===== config.mk =====
export PLATFORM = sky130hd
export DESIGN_NAME = isqrt_result_buffer
export DESIGN_NICKNAME = d
export VERILOG_FILES = /design/src/rtl/isqrt_result_buffer.sv
export SDC_FILE = /design/constraint.sdc
export NUM_CORES = 1
export LEC_CHECK = 0
export BUFFER_PORTS_ARGS = -buffer_cell sky130_fd_sc_hd__buf_2
export CORE_MARGIN = 5
export CORE_UTILIZATION = 40
export DETAILED_ROUTE_END_ITERATION = 12
export GPL_TIMING_DRIVEN = 1
export PLACE_DENSITY = 0.66
export SYNTH_ARGS = -nofsm -noshare
export SYNTH_HDL_FRONTEND = slang
export SYNTH_SLANG_ARGS = --single-unit

===== constraint.sdc =====
create_clock -name clock -period 5.5 [get_ports clock]
set_input_delay 0.55 -clock clock [delete_from_list [all_inputs] [get_ports clock]]
set_output_delay 0.55 -clock clock [all_outputs]
set_load 0.01 [all_outputs]

===== src/rtl/isqrt_result_buffer.sv =====
// Result FIFO with credit return for the no-backpressure 8-stage isqrt pipe.
// Captures every result strobe and re-presents results on a show-ahead valid/ready stream.
module isqrt_result_buffer #(
  parameter int DEPTH = 16,
  parameter int WIDTH = 16
) (
  input  logic                     clock,
  input  logic                     reset,
  input  logic                     run,
  input  logic                     res_valid,
  input  logic [WIDTH-1:0]         res_data,
  output logic                     issue_ok,
  output logic                     out_valid,
  output logic [WIDTH-1:0]         out_data,
  input  logic                     out_ready,
  output logic [$clog2(DEPTH):0]   occupancy,
  output logic [$clog2(DEPTH):0]   inflight,
  output logic                     err
);

  localparam int AW = $clog2(DEPTH);
  localparam logic [AW:0]   FULL_CNT   = (AW+1)'(DEPTH);
  localparam logic [AW+1:0] CREDIT_MAX = (AW+2)'(DEPTH);

  logic [WIDTH-1:0] mem_q [DEPTH];
  logic [AW-1:0]    wr_ptr_q, wr_ptr_d;
  logic [AW-1:0]    rd_ptr_q, rd_ptr_d;
  logic [AW:0]      occ_q, occ_d;
  logic [AW:0]      infl_q, infl_d;
  logic             err_q, err_d;

  logic             full;
  logic             pop;
  logic             push_acc;
  logic             drop;
  logic             underflow;
  logic             overrun;
  logic [AW+1:0]    credit_sum;

  // Credit and stream outputs come from registers only, so no input reaches issue_ok.
  assign credit_sum = {1'b0, infl_q} + {1'b0, occ_q};
  assign issue_ok   = credit_sum < CREDIT_MAX;
  assign out_valid  = (occ_q != '0);
  assign out_data   = mem_q[rd_ptr_q];
  assign occupancy  = occ_q;
  assign inflight   = infl_q;
  assign err        = err_q;

  assign full      = (occ_q == FULL_CNT);
  assign pop       = out_valid & out_ready;
  assign push_acc  = res_valid & (~full | pop);
  assign drop      = res_valid & full & ~pop;
  assign underflow = res_valid & ~run & (infl_q == '0);
  assign overrun   = run & ~issue_ok;

  always_comb begin
    wr_ptr_d = wr_ptr_q;
    rd_ptr_d = rd_ptr_q;
    occ_d    = occ_q;
    infl_d   = infl_q;
    err_d    = err_q | drop | underflow | overrun;

    if (push_acc) wr_ptr_d = wr_ptr_q + AW'(1);
    if (pop)      rd_ptr_d = rd_ptr_q + AW'(1);
    occ_d = occ_q + (AW+1)'(push_acc) - (AW+1)'(pop);

    // A result with nothing outstanding is flagged and the counter is held at zero.
    if (run && !res_valid) begin
      infl_d = infl_q + (AW+1)'(1);
    end else if (res_valid && !run && (infl_q != '0)) begin
      infl_d = infl_q - (AW+1)'(1);
    end
  end

  always_ff @(posedge clock) begin
    if (reset) begin
      wr_ptr_q <= '0;
      rd_ptr_q <= '0;
      occ_q    <= '0;
      infl_q   <= '0;
      err_q    <= 1'b0;
    end else begin
      wr_ptr_q <= wr_ptr_d;
      rd_ptr_q <= rd_ptr_d;
      occ_q    <= occ_d;
      infl_q   <= infl_d;
      err_q    <= err_d;
    end
  end

  // Storage carries no reset; out_valid masks stale entries.
  always_ff @(posedge clock) begin
    if (push_acc && !reset) mem_q[wr_ptr_q] <= res_data;
  end

endmodule


Word level (Yosys, flattened, before mapping)
Memory sizes are Yosys's and may differ from the RTL's. A register that Yosys moved wholly into a read port is not among the register bits.
Index checks and enable logic that the tools add are counted.
W data, S select, Z words.
{"block": "totals", "reg_bits": 19, "ramBits": 256, "output_inout_bits": 29, "n_memories": 1, "wordCells": 47, "inputBits": 21}
{"block": "op_classes", "n_bitwise": 15, "n_lt_le_gt_ge": 1, "n_eq_ne": 1, "muxes": 6, "reduce_logical": 11, "n_addsub": 7}
{"memory": "mem_q", "depth": 16, "word_bits": 16, "read_ports": 1, "rd_ports_with_merged_regs": 1, "write_ports": 1, "line": "25", "text": "logic [WIDTH-1:0] mem_q [DEPTH];"}
{"operator": "$mux W5", "n": 2}
{"operator": "$reduce_bool A5 Y1", "n": 2}
{"operator": "$add A4 B1 Y4 const B", "n": 2}
{"operator": "$mux W4", "n": 2}
{"operator": "$and A1 B1 Y1", "n": 7}
{"operator": "$add A5 B5 Y6", "n": 1}
{"operator": "$lt A6 B5 Y1 const B", "n": 1}
{"operator": "$add A5 B1 Y5", "n": 1}
{"operator": "$add A5 B1 Y5 const B", "n": 1}
{"operator": "$eq A5 B5 Y1 const B", "n": 1}
{"operator": "$logic_not A5 Y1", "n": 1}
{"operator": "$sub A5 B1 Y5", "n": 1}
{"operator": "$sub A5 B1 Y5 const B", "n": 1}
{"operator": "$logic_and A1 B1 Y1", "n": 4}
{"operator": "$not A1 Y1", "n": 4}
{"operator": "$or A1 B1 Y1", "n": 4}
{"operator": "$logic_not A1 Y1", "n": 3}
{"operator": "$mux W1", "n": 2}
{"operator": "$reduce_bool A2 Y1", "n": 1}

Logic depth before layout (Yosys ltp)
Gate-level depths: netlist (run 1).
{"block": "logic_depth", "word_depth": 7, "mapped_depth": 15, "mapped_depth_nobuf": 14}

Worst setup path after synthesis (run 1)
Ideal clock, no wire load.
{"block": "synth_timing", "path_kind": "reg-to-reg", "startpoint": "register occ_q[3], in the netlist occupancy[3]", "endpoint": "register occ_q[4], in the netlist occupancy[4]", "arrival_ps": 2620, "path_stages_with_launch": 16, "period_less_slack_ps": 2749, "t_required_ps": 5370, "slack_ps": 2751, "path_cell_list": "dfxtp_1 > inv_1 > ha_1 > or4b_1 > clkbuf_1 > nand2_1 > inv_1 > ha_1 > inv_1 > ha_1 > inv_1 > fa_1 > nor2b_1 > o21bai_1 > a21oi_1 > nor3b_1"}
{"block": "synth_via", "elab_chain_len": 6}
{"item": "start, declared", "line": "28", "text": "logic [AW:0] occ_q, occ_d;"}
{"item": "start signal, assigned", "line": "79", "text": "occ_q <= '0;"}
{"item": "start signal, assigned", "line": "85", "text": "occ_q <= occ_d;"}
{"item": "$reduce_bool A5 Y1 (*)", "line": "43", "text": "assign out_valid = (occ_q != '0);"}
{"item": "net out_valid", "line": "13", "text": "output logic out_valid,"}
{"item": "$and A1 B1 Y1 (*)", "line": "50", "text": "assign pop = out_valid & out_ready;"}
{"item": "net pop", "line": "33", "text": "logic pop;"}
{"item": "$or A1 B1 Y1", "line": "51", "text": "assign push_acc = res_valid & (~full | pop);"}
{"item": "$and A1 B1 Y1", "line": "51"}
{"item": "$add A5 B1 Y5", "line": "65", "text": "occ_d = occ_q + (AW+1)'(push_acc) - (AW+1)'(pop);"}
{"item": "$sub A5 B1 Y5 (*)", "line": "65"}
The timed path passes the listed nets; every way through them passes the cells marked *.
A chain may end at the register's enable or synchronous reset.

==> results by group, run 1 <==
Clock tree
  • Clk pin slew, worst setup/hold paths: 70 ps
  • H-tree levels: 1
  • # resized after CTS: 0
  • Clock sinks: between 200 and 300
  • Post-CTS Repair Setup Buffers: 0
  • Clk Latency, worst-skew pair: about 540 ps
  • Clock tree buffer depth: 3
  • CTS root buffer: clkbuf_16
  • Inserted Clock Buffers: 28
  • CTS tree: yes
  • Post-CTS Hold Fix Bufs: 0

STA
  • Final Hold Vio Count: 0
  • Worst Skew: between 20 and 25 ps
  • Actual slew at the worst max-slew pin: between 1000 and 1500 ps
  • # setup viols final: 0
  • Relative slew slack: 20.7%
  • Fin Setup TNS: 0 ps
  • Final Slew Violations: 0
  • Tmin final: approximately 3600 ps
  • Final worst-path cycle share: between 60% and 70%
  • RSZ-0062 raised after global routing: no
  • Max frequency: 0.277 GHz

GRT
  • GRT met3 Usage: under 10%
  • Met1 usage: between 10% and 20%
  • GRT met2 Usage: about 25%
  • Vias in the first global route: slightly below 6000
  • Final global-route overflow total: 0
  • Pin count of the biggest net entering global routing: 39
  • Gr usage total: roughly 15%
  • First-pass GRT wire length: approximately 35 mm
  • Layer with the highest usage: met2
  • Initial antenna violation count: 1

Final layout
  • Fill count: approximately 2200
  • Commonest non-fill, non-tap cell in the layout: edfxtp_1
  • Fin cells: a little over 1000
  • Area Overhead vs Synth: 14.5%
  • Fin nets: roughly 670
  • Diodes inserted: 0
  • Fraction of layout cells with a size suffix above 1: 23.7%
  • Most frequent cells in the layout: 256 x edfxtp_1, 49 x buf_2, 39 x mux4_2

Yosys
  • Synthesized Nets: roughly 600
  • Sequential fraction of the synthesis area: approximately 74%
  • Synth Instances: roughly 560
  • Top_reg_cell synth: edfxtp_1
  • Cell variety after synth: 44
  • Synth Cell Area: around 0.011 mm^2
  • Async set-or-reset flop fraction in the synthesized netlist: 0%
  • Yosys warns: 0
  • Post-synth EDFFs: approximately 260
  • Seq cells post-synth: about 280
  • Syn Area/Cell: between 15 and 20 um^2

Worst hold path
  • HP Class: input pin to register
  • Hold Crit Depth: 3

Floorplanning
  • Chip Width: approximately 180 um
  • Die area: between 0.03 and 0.04 mm^2
  • Ports: 50
  • Initial Util: roughly 41%
  • Chip height: 176 um
  • # rows: 60
  • Core ar.: 0.0271 mm^2

Worst setup path
  • Critical Path AT: ~3100 ps
  • WP depth: 5
  • Crit Path Category: register to output port
  • Slowest Stage Delay on Critical Path: about 800 ps
  • Worst EP required: 4950 ps
  • Buf/Inv on CP: 2
  • CP max-delay cell: dfxtp_4
  • Cells along the critical path: buf_4, mux4_1, a22oi_1, nand2_1, buf_2
  • Critical path endpoint category: output port
  • Critical Path Source Type: register
  • R2R cell count: 14
  • Worst Path Max Fanout: 38
  • Kind of cell adding the most delay to the critical path: flip-flops

Place
  • DP Wirelength: between 10 and 15 mm
  • PortBufs: 49
  • Placed Instances: between 900 and 1000
  • Gpl congestion: around 0.75

Power and ir drop
  • Clock share of power: roughly 33%
  • Static Leak: approximately 4.2 nW
  • Max IR drop VDD: a little under 300 uV
  • Sequential Power Share: between 40% and 50%
  • PwrDens: 424 mW/mm^2
  • P_sw: between 1 and 1.5 mW
  • Sw frac: between 20% and 30%
  • Logic pwr share: between 10% and 20%
  • Internal power: roughly 4 mW

Route
  • Post-Route WL: 22.6 mm
  • Vias: 5484
  • DR WL/cell: roughly 22 um
  • DRT antenna net count: 0
  • Drt via density: 5.36
  • Initial DRT Pass Iterations: 6
  • DR iter-0 viols: around 370
  • Drc violations: 0

Flow run
  • Max cap viols: 0

Run status
  • Outcome: finished clean
## worst reg2reg max path, stage by stage (launching register included)
cell and delay [ps]:
dfxtp_1 350, inv_1 90, ha_1 170, or4b_1 560
nand2_1 180, inv_1 60, ha_1 280, inv_1 60
ha_1 160, inv_1 50, fa_1 370, nor2b_1 160
o21bai_1 100, a21oi_1 150, nor3b_1 60
## cell families after synthesis
| kind of cell | Yosys count | share of synthesized area (%) |
|---|---|---|
| flops | 279 | 73.6 |
| xor+xnor | 11 | 0.871 |
| mux | 65 | 14.0 |
| fa+ha+maj | 20 | 2.40 |
| simple gates | 91 | 3.86 |
| buf+inv | 35 | 1.61 |
| compound gates | 55 | 3.64 |
## through the flow
| stage | setup WS [ps] | hold slack, ps | util (%) | power [mW] | cell area (um^2) |
|---|---|---|---|---|---|
| 2_1_floorplan | 2750 | 463 | - | 3.35 | 11100 |
| 3_3_place_gp | 2440 | 450 | 43.5 | 3.59 | 11800 |
| 3_5_place_dp | 2370 | 475 | 43.5 | 3.64 | 11800 |
| 4_1_cts | 1790 | 332 | 46.7 | 5.43 | 12700 |
| 5_1_grt | 1600 | 356 | 46.7 | 5.64 | 12700 |
| 6_report | 1890 | 354 | 46.7 | 5.38 | 12700 |
## layer usage
| layer | routed length (um) | vias to the layer above |
|---|---|---|
| li1 | - | 2420 |
| met1 | 9430 | 2860 |
| met2 | 11300 | 164 |
| met3 | 1410 | 38 |
| met4 | 437 | 2 |
| met5 | 11 | - |
## sequential cells by signal, indices dropped and copies added (netlist names), named ones only
register / count
wr_ptr_q: 4
err: 1
occupancy: 5
inflight: 5
rd_ptr_q: 4
mem_q: 256
## synth_stat cells, types with 3 or more instances
master	count	area (um^2)
edfxtp_1	256	7690
mux4_2	39	878
a22oi_1	32	240
nor2_1	30	113
nand2_1	29	109
mux4_1	25	657
dfxtp_1	23	460
ha_1	18	225
inv_1	11	41.3
a21oi_1	10	50.1
nand2b_1	10	62.6
clkbuf_1	9	33.8
nor2b_1	6	37.5
xor2_1	6	52.6
xnor2_1	5	43.8
buf_1	4	15.0
buf_6	4	45.0
nand3_1	4	20.0
a21o_1	3	22.5
buf_2	3	15.0
buf_4	3	22.5
## path summary, 6_finish.rpt
path | from | endpoint | slack [ps]
worst max-delay path | register | out_data[4] | 1890
worst min-delay path | out_ready | rd_ptr_q[1] | 350
worst max register to register | occupancy[2] | occupancy[4] | 2580
worst min register to register | err | err | 500
## power by group through the flow
stage	Sequential (mW)	Clock (mW)	Combinational, mW
2_1_floorplan	2.51	0	0.843
3_3_place_gp	2.59	0	1.00
3_5_place_dp	2.60	0	1.04
4_1_cts	2.56	1.83	1.04
5_1_grt	2.58	1.93	1.14
6_report	2.55	1.80	1.03
## area by class of cell
type                       instances  area (um^2)  share of cell area (%)
multi-input combinational        242         2750                    21.7
clock inverter                    12          109                   0.859
clock buffer                      38          759                    6.00
inverter                          11         41.3                   0.326
tap                              372          465                    3.67
timing repair buffer              69          395                    3.12
sequential                       279         8150                    64.4
No activity file was read; power rests on OpenSTA's default activity.
==> run 2, diff against run 1 <==
--- a/config.mk
+++ b/config.mk
@@ -5,6 +5,7 @@
 export SDC_FILE = /design/constraint.sdc
 export NUM_CORES = 1
 export LEC_CHECK = 0
+export ABC_AREA = 1
 export BUFFER_PORTS_ARGS = -buffer_cell sky130_fd_sc_hd__buf_2
 export CORE_MARGIN = 5
 export CORE_UTILIZATION = 40
==> constraint.sdc (replaced) <==
create_clock -name clock -period 3.6 [get_ports clock]
set_input_delay 0.36 -clock clock [delete_from_list [all_inputs] [get_ports clock]]
set_output_delay 0.36 -clock clock [all_outputs]
set_load 0.01 [all_outputs]
==> run 2 against run 1 <==
Against the previous run: cell count is 42% higher; clock power increased by 52%; clock-buffer cell count down 6; sequential share of layout area is 3.0 points lower; critical path type unchanged; final area grew 5.0%.
==> results by group, run 2 <==
Worst hold path
  • HP Class: input pin to register
  • Hold Crit Depth: 2

STA
  • Actual slew at the worst max-slew pin: 1070 ps
  • Max frequency: between 0.3 and 0.4 GHz
  • RSZ-0062 raised after global routing: no
  • Setup WS post-layout: slightly below 800 ps
  • Worst Skew: between 15 and 20 ps
  • Fin Setup TNS: 0 ps
  • Final Slew Violations: 0
  • Relative slew slack: 28.8%
  • Tmin final: approximately 2800 ps
  • # setup viols final: 0
  • Final Hold Vio Count: 0
  • Final worst-path cycle share: between 70 and 80%

Power and ir drop
  • Clock share of power: roughly a third
  • Logic pwr share: between 20% and 30%
  • Max IR drop VDD: 478 uV
  • Internal power: approximately 5.8 mW
  • Static Leak: about 4.9 nW
  • Sw frac: about 29%
  • P_sw: between 2 and 2.5 mW
  • PwrDens: ~620 mW/mm^2
  • Sequential Power Share: 46.1%

Final layout
  • Fill count: 2543
  • Fraction of layout cells with a size suffix above 1: between 10 and 15%
  • Max reg flops: roughly 260
  • Fin nets: roughly 1100
  • Most frequent cells in the layout: 256 x edfxtp_1, 157 x inv_1, 111 x nand2_1
  • Commonest non-fill, non-tap cell in the layout: edfxtp_1
  • Most flop-heavy register: mem_q
  • Area Overhead vs Synth: 13.1%
  • Final Cell Area: about 0.013 mm^2
  • Sequential cell area: 0.00816 mm^2
  • Diodes inserted: 0
  • Area of the multi-input gates: 0.00274 mm^2

Worst setup path
  • Crit Path Category: register to output port
  • Cells along the critical path: buf_12, a21oi_1, o21ai_0, nand3_1, nand3_1, nand2_1, buf_2
  • Worst EP required: 3240 ps
  • Top cell by count, worst path: nand3_1
  • CP max-delay cell: dfxtp_4
  • Buf/Inv on CP: 2
  • R2R cell count: 15
  • Slowest Stage Delay on Critical Path: around 620 ps
  • Critical Path AT: between 2000 and 2500 ps
  • Critical Path Source Type: register
  • Kind of cell adding the most delay to the critical path: flip-flops
  • Critical path endpoint category: output port
  • Reg-to-reg setup timing slack: 1010 ps
  • WP depth: 7
  • Worst Path Max Fanout: roughly 110

Yosys
  • Leading area contributor after synthesis: edfxtp_1
  • Post-synth EDFFs: ~260
  • Syn Area/Cell: 11.8 um^2
  • Dominant cells by area after synthesis: edfxtp_1 65%, inv_1 5.0%, nand3_1 4.6%, o211ai_1 4.1%, dfxtp_1 3.9%
  • Synth Cell Area: ~0.012 mm^2
  • Cell variety after synth: 24
  • Seq cells post-synth: 279
  • Sequential fraction of the synthesis area: between 60% and 70%
  • Most common cell in the synthesized netlist: edfxtp_1
  • Synth Instances: ~1000
  • Share of the synthesized area in the top cell type: ~65%
  • Synth top cells by count: 256 x edfxtp_1, 157 x inv_1, 111 x nand2_1
  • Yosys warns: 0
  • Top_reg_cell synth: edfxtp_1
  • Async set-or-reset flop fraction in the synthesized netlist: 0%
  • Synthesized Nets: around 1000

Clock tree
  • Post-CTS Hold Fix Bufs: 0
  • H-tree levels: 1
  • Clock sinks: between 200 and 300
  • Clk Latency, worst-skew pair: between 500 and 600 ps
  • CTS root buffer: clkbuf_16
  • # resized after CTS: 0
  • CTS tree: yes
  • Clock tree buffer depth: 3
  • Inserted Clock Buffers: 28
  • Clk pin slew, worst setup/hold paths: 60 ps
  • Post-CTS Repair Setup Buffers: 0

Place
  • Gpl congestion: between 0.7 and 0.8
  • PortBufs: 49
  • Pre-CTS WS: just over 1000 ps
  • DP Wirelength: between 10 and 15 mm
  • Placed inst area: around 0.012 mm^2

Route
  • DR iter-0 viols: approximately 730
  • Drc violations: 0
  • Post-Route WL: between 20 and 30 mm
  • Initial DRT Pass Iterations: 4
  • DR WL/cell: 17.3 um
  • Vias: 7390
  • Drt via density: 5.10
  • DRT antenna net count: 0

GRT
  • Pin count of the biggest net entering global routing: 110
  • Vias in the first global route: between 7000 and 8000
  • Final global-route overflow total: 0
  • Initial antenna violation count: 0
  • First-pass GRT wire length: just under 40 mm
  • Gr usage total: about 15%

Floorplanning
  • Chip height: roughly 180 um
  • Die area: 0.0329 mm^2
  • Chip Width: approximately 180 um
  • Core ar.: just under 0.03 mm^2
  • # rows: just over 60
  • Ports: 50
  • Initial Util: slightly above 40%

Run status
  • Outcome: finished clean

Flow run
  • Max cap viols: 0
[run 2: power groups by stage]
| stage | logic [mW] | clock network, mW | registers [mW] |
|---|---|---|---|
| global route | 1.93 | 2.95 | 3.81 |
| global placement | 1.67 | 0 | 3.86 |
| finish | 1.70 | 2.74 | 3.79 |
| detailed placement | 1.71 | 0 | 3.86 |
| CTS | 1.72 | 2.79 | 3.79 |
| floorplan | 1.28 | 0 | 3.77 |
[run 2: cell type report]
cell class                 instances  share of cell area [%]
clock inverter                    18                    1.23
multi-input combinational        505                    20.6
timing repair buffer              71                    3.37
inverter                         160                    4.52
tap                              384                    3.61
sequential                       279                    61.3
clock buffer                      32                    5.38
[run 2: cells by family (layout without fill, tap and decap cells)]
kind of cell,after synthesis,count (layout),synth area share [%]
simple gates,260,260,9.53
buf+inv,214,281,7.77
fa+ha+maj,20,20,2.26
compound gates,220,220,10.8
xor+xnor,5,5,0.372
flops,279,279,69.3
[run 2: worst paths after layout]
check                                    end    startpoint
worst max register to register  occupancy[4]  occupancy[3]
worst min register to register   rd_ptr_q[2]   rd_ptr_q[2]
worst min-delay path                     err         reset
worst max-delay path             out_data[9]      register
[run 2: layer usage]
metal,global-route usage (%),vias to the layer above,share of wire [%]
met5,0,-,0
met4,3.06,0,1.6
met3,2.16,30,5.1
met2,25.6,168,49
met1,20.6,3602,45
li1,-,3590,-
[run 2: worst register-to-register path, cell delays in order, from the launching register on]
cell,delay [ps]
dfxtp_1,340
inv_1,90
ha_1,140
nand2_1,50
nor2_1,110
nand2_1,80
nand2_1,100
inv_2,80
ha_1,290
inv_1,60
ha_1,150
inv_1,50
fa_1,390
o31ai_1,300
o21ai_0,130
a21oi_1,150
[run 2: metrics by stage]
step	utilization [%]	hold WS (ps)	total power [mW]	cells
global route	46.1	78.8	8.69	1449
CTS	46.1	70.6	8.30	1449
global placement	43.0	469	5.53	1399
finish	46.1	93.8	8.24	1449
detailed placement	43.0	476	5.57	1399
floorplan	-	447	5.06	998
==> run 3, diff against run 2 <==
==> constraint.sdc (replaced) <==
create_clock -name clock -period 2.62 [get_ports clock]
set_input_delay 0.262 -clock clock [delete_from_list [all_inputs] [get_ports clock]]
set_output_delay 0.262 -clock clock [all_outputs]
set_load 0.01 [all_outputs]
==> run 3 against run 2 <==
Against the previous run: critical path depth decreased by 1; die area unchanged; combinational power is 49% higher; flip-flop and latch count did not move; global-route usage is essentially flat; critical path type unchanged; first-iteration DRC count fell by 5.2%; setup slack got worse by 580 ps; utilization grew 0.57 points; worst hold slack improved by 4.8 ps; non-clock buffer count grew 13; largest cell class unchanged.
==> results by group, run 3 (synthesized netlist as in run 2, its figures left out) <==
Power and ir drop
  • PwrDens: approximately 860 mW/mm^2
  • Logic pwr share: about 22%
  • Sequential Power Share: between 40% and 50%
  • Internal power: roughly 8.2 mW
  • Max IR drop VDD: between 500 and 600 uV
  • Pwr Total: between 10 and 15 mW
  • Clock share of power: approximately a third
  • P_sw: between 3 and 4 mW
  • Sw frac: between 20 and 30%
  • Static Leak: 4.99 nW

Place
  • Pre-CTS WS: about 110 ps
  • Placed Instances: 1410
  • DP Wirelength: approximately 15 mm
  • PortBufs: 49
  • Gpl congestion: 0.770

GRT
  • Initial antenna violation count: 0
  • First-pass GRT wire length: ~40 mm
  • GRT met2 Usage: between 20% and 30%
  • Pin count of the biggest net entering global routing: approximately 100
  • Layer with the highest usage: met2
  • Met1 usage: 20.4%
  • Gr usage total: between 10% and 20%
  • GRT met3 Usage: 2.76%
  • Vias in the first global route: around 7100
  • Final global-route overflow total: 0

Worst hold path
  • Hold Path End: rd_ptr_q[3]
  • HP Class: input pin to register
  • Hold path start: out_ready
  • Hold Crit Depth: 4

Final layout
  • Max reg flops: between 200 and 300
  • Fraction of layout cells with a size suffix above 1: about 14%
  • Sequential cell area: ~0.0082 mm^2
  • Area of the multi-input gates: 0.00275 mm^2
  • Fill count: 2539
  • Fin nets: between 1000 and 1500
  • Area Overhead vs Synth: 14.5%
  • Most flop-heavy register: mem_q
  • Commonest non-fill, non-tap cell in the layout: edfxtp_1
  • Diodes inserted: 0
  • Fin cells: 1463
  • Most frequent cells in the layout: 256 x edfxtp_1, 157 x inv_1, 111 x nand2_1

STA
  • Worst Skew: roughly 17 ps
  • Final Slew Violations: 0
  • Max frequency: between 0.4 and 0.5 GHz
  • Final Hold Vio Count: 0
  • Actual slew at the worst max-slew pin: approximately 720 ps
  • # setup viols final: 0
  • Tmin final: 2430 ps
  • Final worst-path cycle share: 92.9%
  • Relative slew slack: around 52%
  • Setup WS post-layout: 185 ps

Worst setup path
  • Reg-to-reg setup timing slack: around 210 ps
  • Critical Path AT: roughly 2200 ps
  • R2R Path Start: occupancy[2]
  • CP max-delay cell: dfxtp_4
  • Worst Path Max Fanout: 46
  • Crit Reg-Reg Endpoint: occupancy[4]
  • Cells along the critical path: buf_12, o211ai_1, nand3_1, nand3_1, nand2_1, buf_2
  • Critical Path Source Type: register
  • Crit Path Category: register to output port
  • Top cell by count, worst path: nand3_1
  • Worst EP required: 2360 ps
  • Critical path endpoint category: output port
  • Slowest Stage Delay on Critical Path: between 600 and 700 ps
  • R2R cell count: 15

Clock tree
  • H-tree levels: 1
  • Inserted Clock Buffers: 28
  • Clock tree buffer depth: 3
  • Clock sinks: between 200 and 300
  • Clk Latency, worst-skew pair: 540 ps
  • Clk pin slew, worst setup/hold paths: 70 ps
  • CTS root buffer: clkbuf_16
  • Post-CTS Repair Setup Buffers: 0
  • CTS tree: yes

Flow run
  • Max cap viols: 0

Floorplanning
  • # rows: 62
  • Die area: between 0.03 and 0.04 mm^2
  • Chip height: 181 um
  • Initial Util: between 40 and 50%
  • Chip Width: between 150 and 200 um
  • Ports: 50
  • Core ar.: 0.0289 mm^2

Route
  • Initial DRT Pass Iterations: 5
  • DR WL/cell: between 15 and 20 um
  • Drt via density: between 5 and 6
  • Vias: roughly 7300
  • Post-Route WL: about 25 mm
  • Drc violations: 0
  • DR iter-0 viols: 695
  • DRT antenna net count: 0

Run status
  • Outcome: finished clean
-- run 3: cell types whose count changed in the layout (fill, tap and decap cells not counted), sizes merged --
cell and delta:
dlygate4sd3 +2, buf +11, clkbuf +1, bufinv +1, clkinv -3, clkinvlp +2
-- run 3: what timing repair did --
item,4_1_cts,5_1_grt
resized for setup,0,4
hold buffers,2,0
endpoints found under the setup margin,0,1
endpoints found under the hold margin,5,0
-- run 3: cell type report --
class,count,share of cell area (%)
clock buffers,33,5.34
inverters,160,4.46
well taps,384,3.57
repair buffers,84,4.28
clock inverters,18,1.32
flip-flops and latches,279,60.6
multi-input cells,505,20.5
-- run 3: worst max path at each step --
stage                       from            to  slack [ps]  cells after the start
detailed placement  occupancy[2]  occupancy[4]         110                     15
global route        occupancy[2]  occupancy[4]         -30                     15
floorplan           occupancy[2]  occupancy[4]         160                     15
finish                  register  out_data[10]         190                      6
CTS                 occupancy[2]  occupancy[4]          80                     15
global placement    occupancy[2]  occupancy[4]         130                     15
-- run 3: critical path: cells and delay by family (launching register included) --
kind	cells	cell delay, ps
AND/OR/NAND/NOR	3	430
flip-flops	1	610
buffers and inverters	2	450
AO/OA/AOI/OAI	1	130
-- run 3: metal layers --
| metal | wire (um) | vias up |
|---|---|---|
| met5 | 0 | - |
| met4 | 406 | 0 |
| met3 | 1200 | 28 |
| met2 | 12000 | 173 |
| met1 | 11100 | 3521 |
| li1 | - | 3605 |
-- run 3: power by group through the flow --
stage                     Combinational, mW  Clock [mW]  Sequential (mW)
final                                  2.54        3.87             5.14
after floorplan                        1.76           0             5.19
after detailed placement               2.48           0             5.24
after global placement                 2.43           0             5.23
after global routing                   2.89        4.15             5.17
after CTS                              2.49        3.95             5.14
-- run 3: per-stage QoR --
stage | util (%) | TNS [ps] | hold slack [ps] | area, um^2
after floorplan | - | 0 | 361 | 11800
after global placement | 43.4 | 0 | 474 | 12500
after detailed placement | 43.4 | 0 | 484 | 12500
after CTS | 46.6 | 0 | 84.0 | 13400
after global routing | 46.7 | -30.1 | 89.9 | 13500
final | 46.7 | 0 | 98.6 | 13500
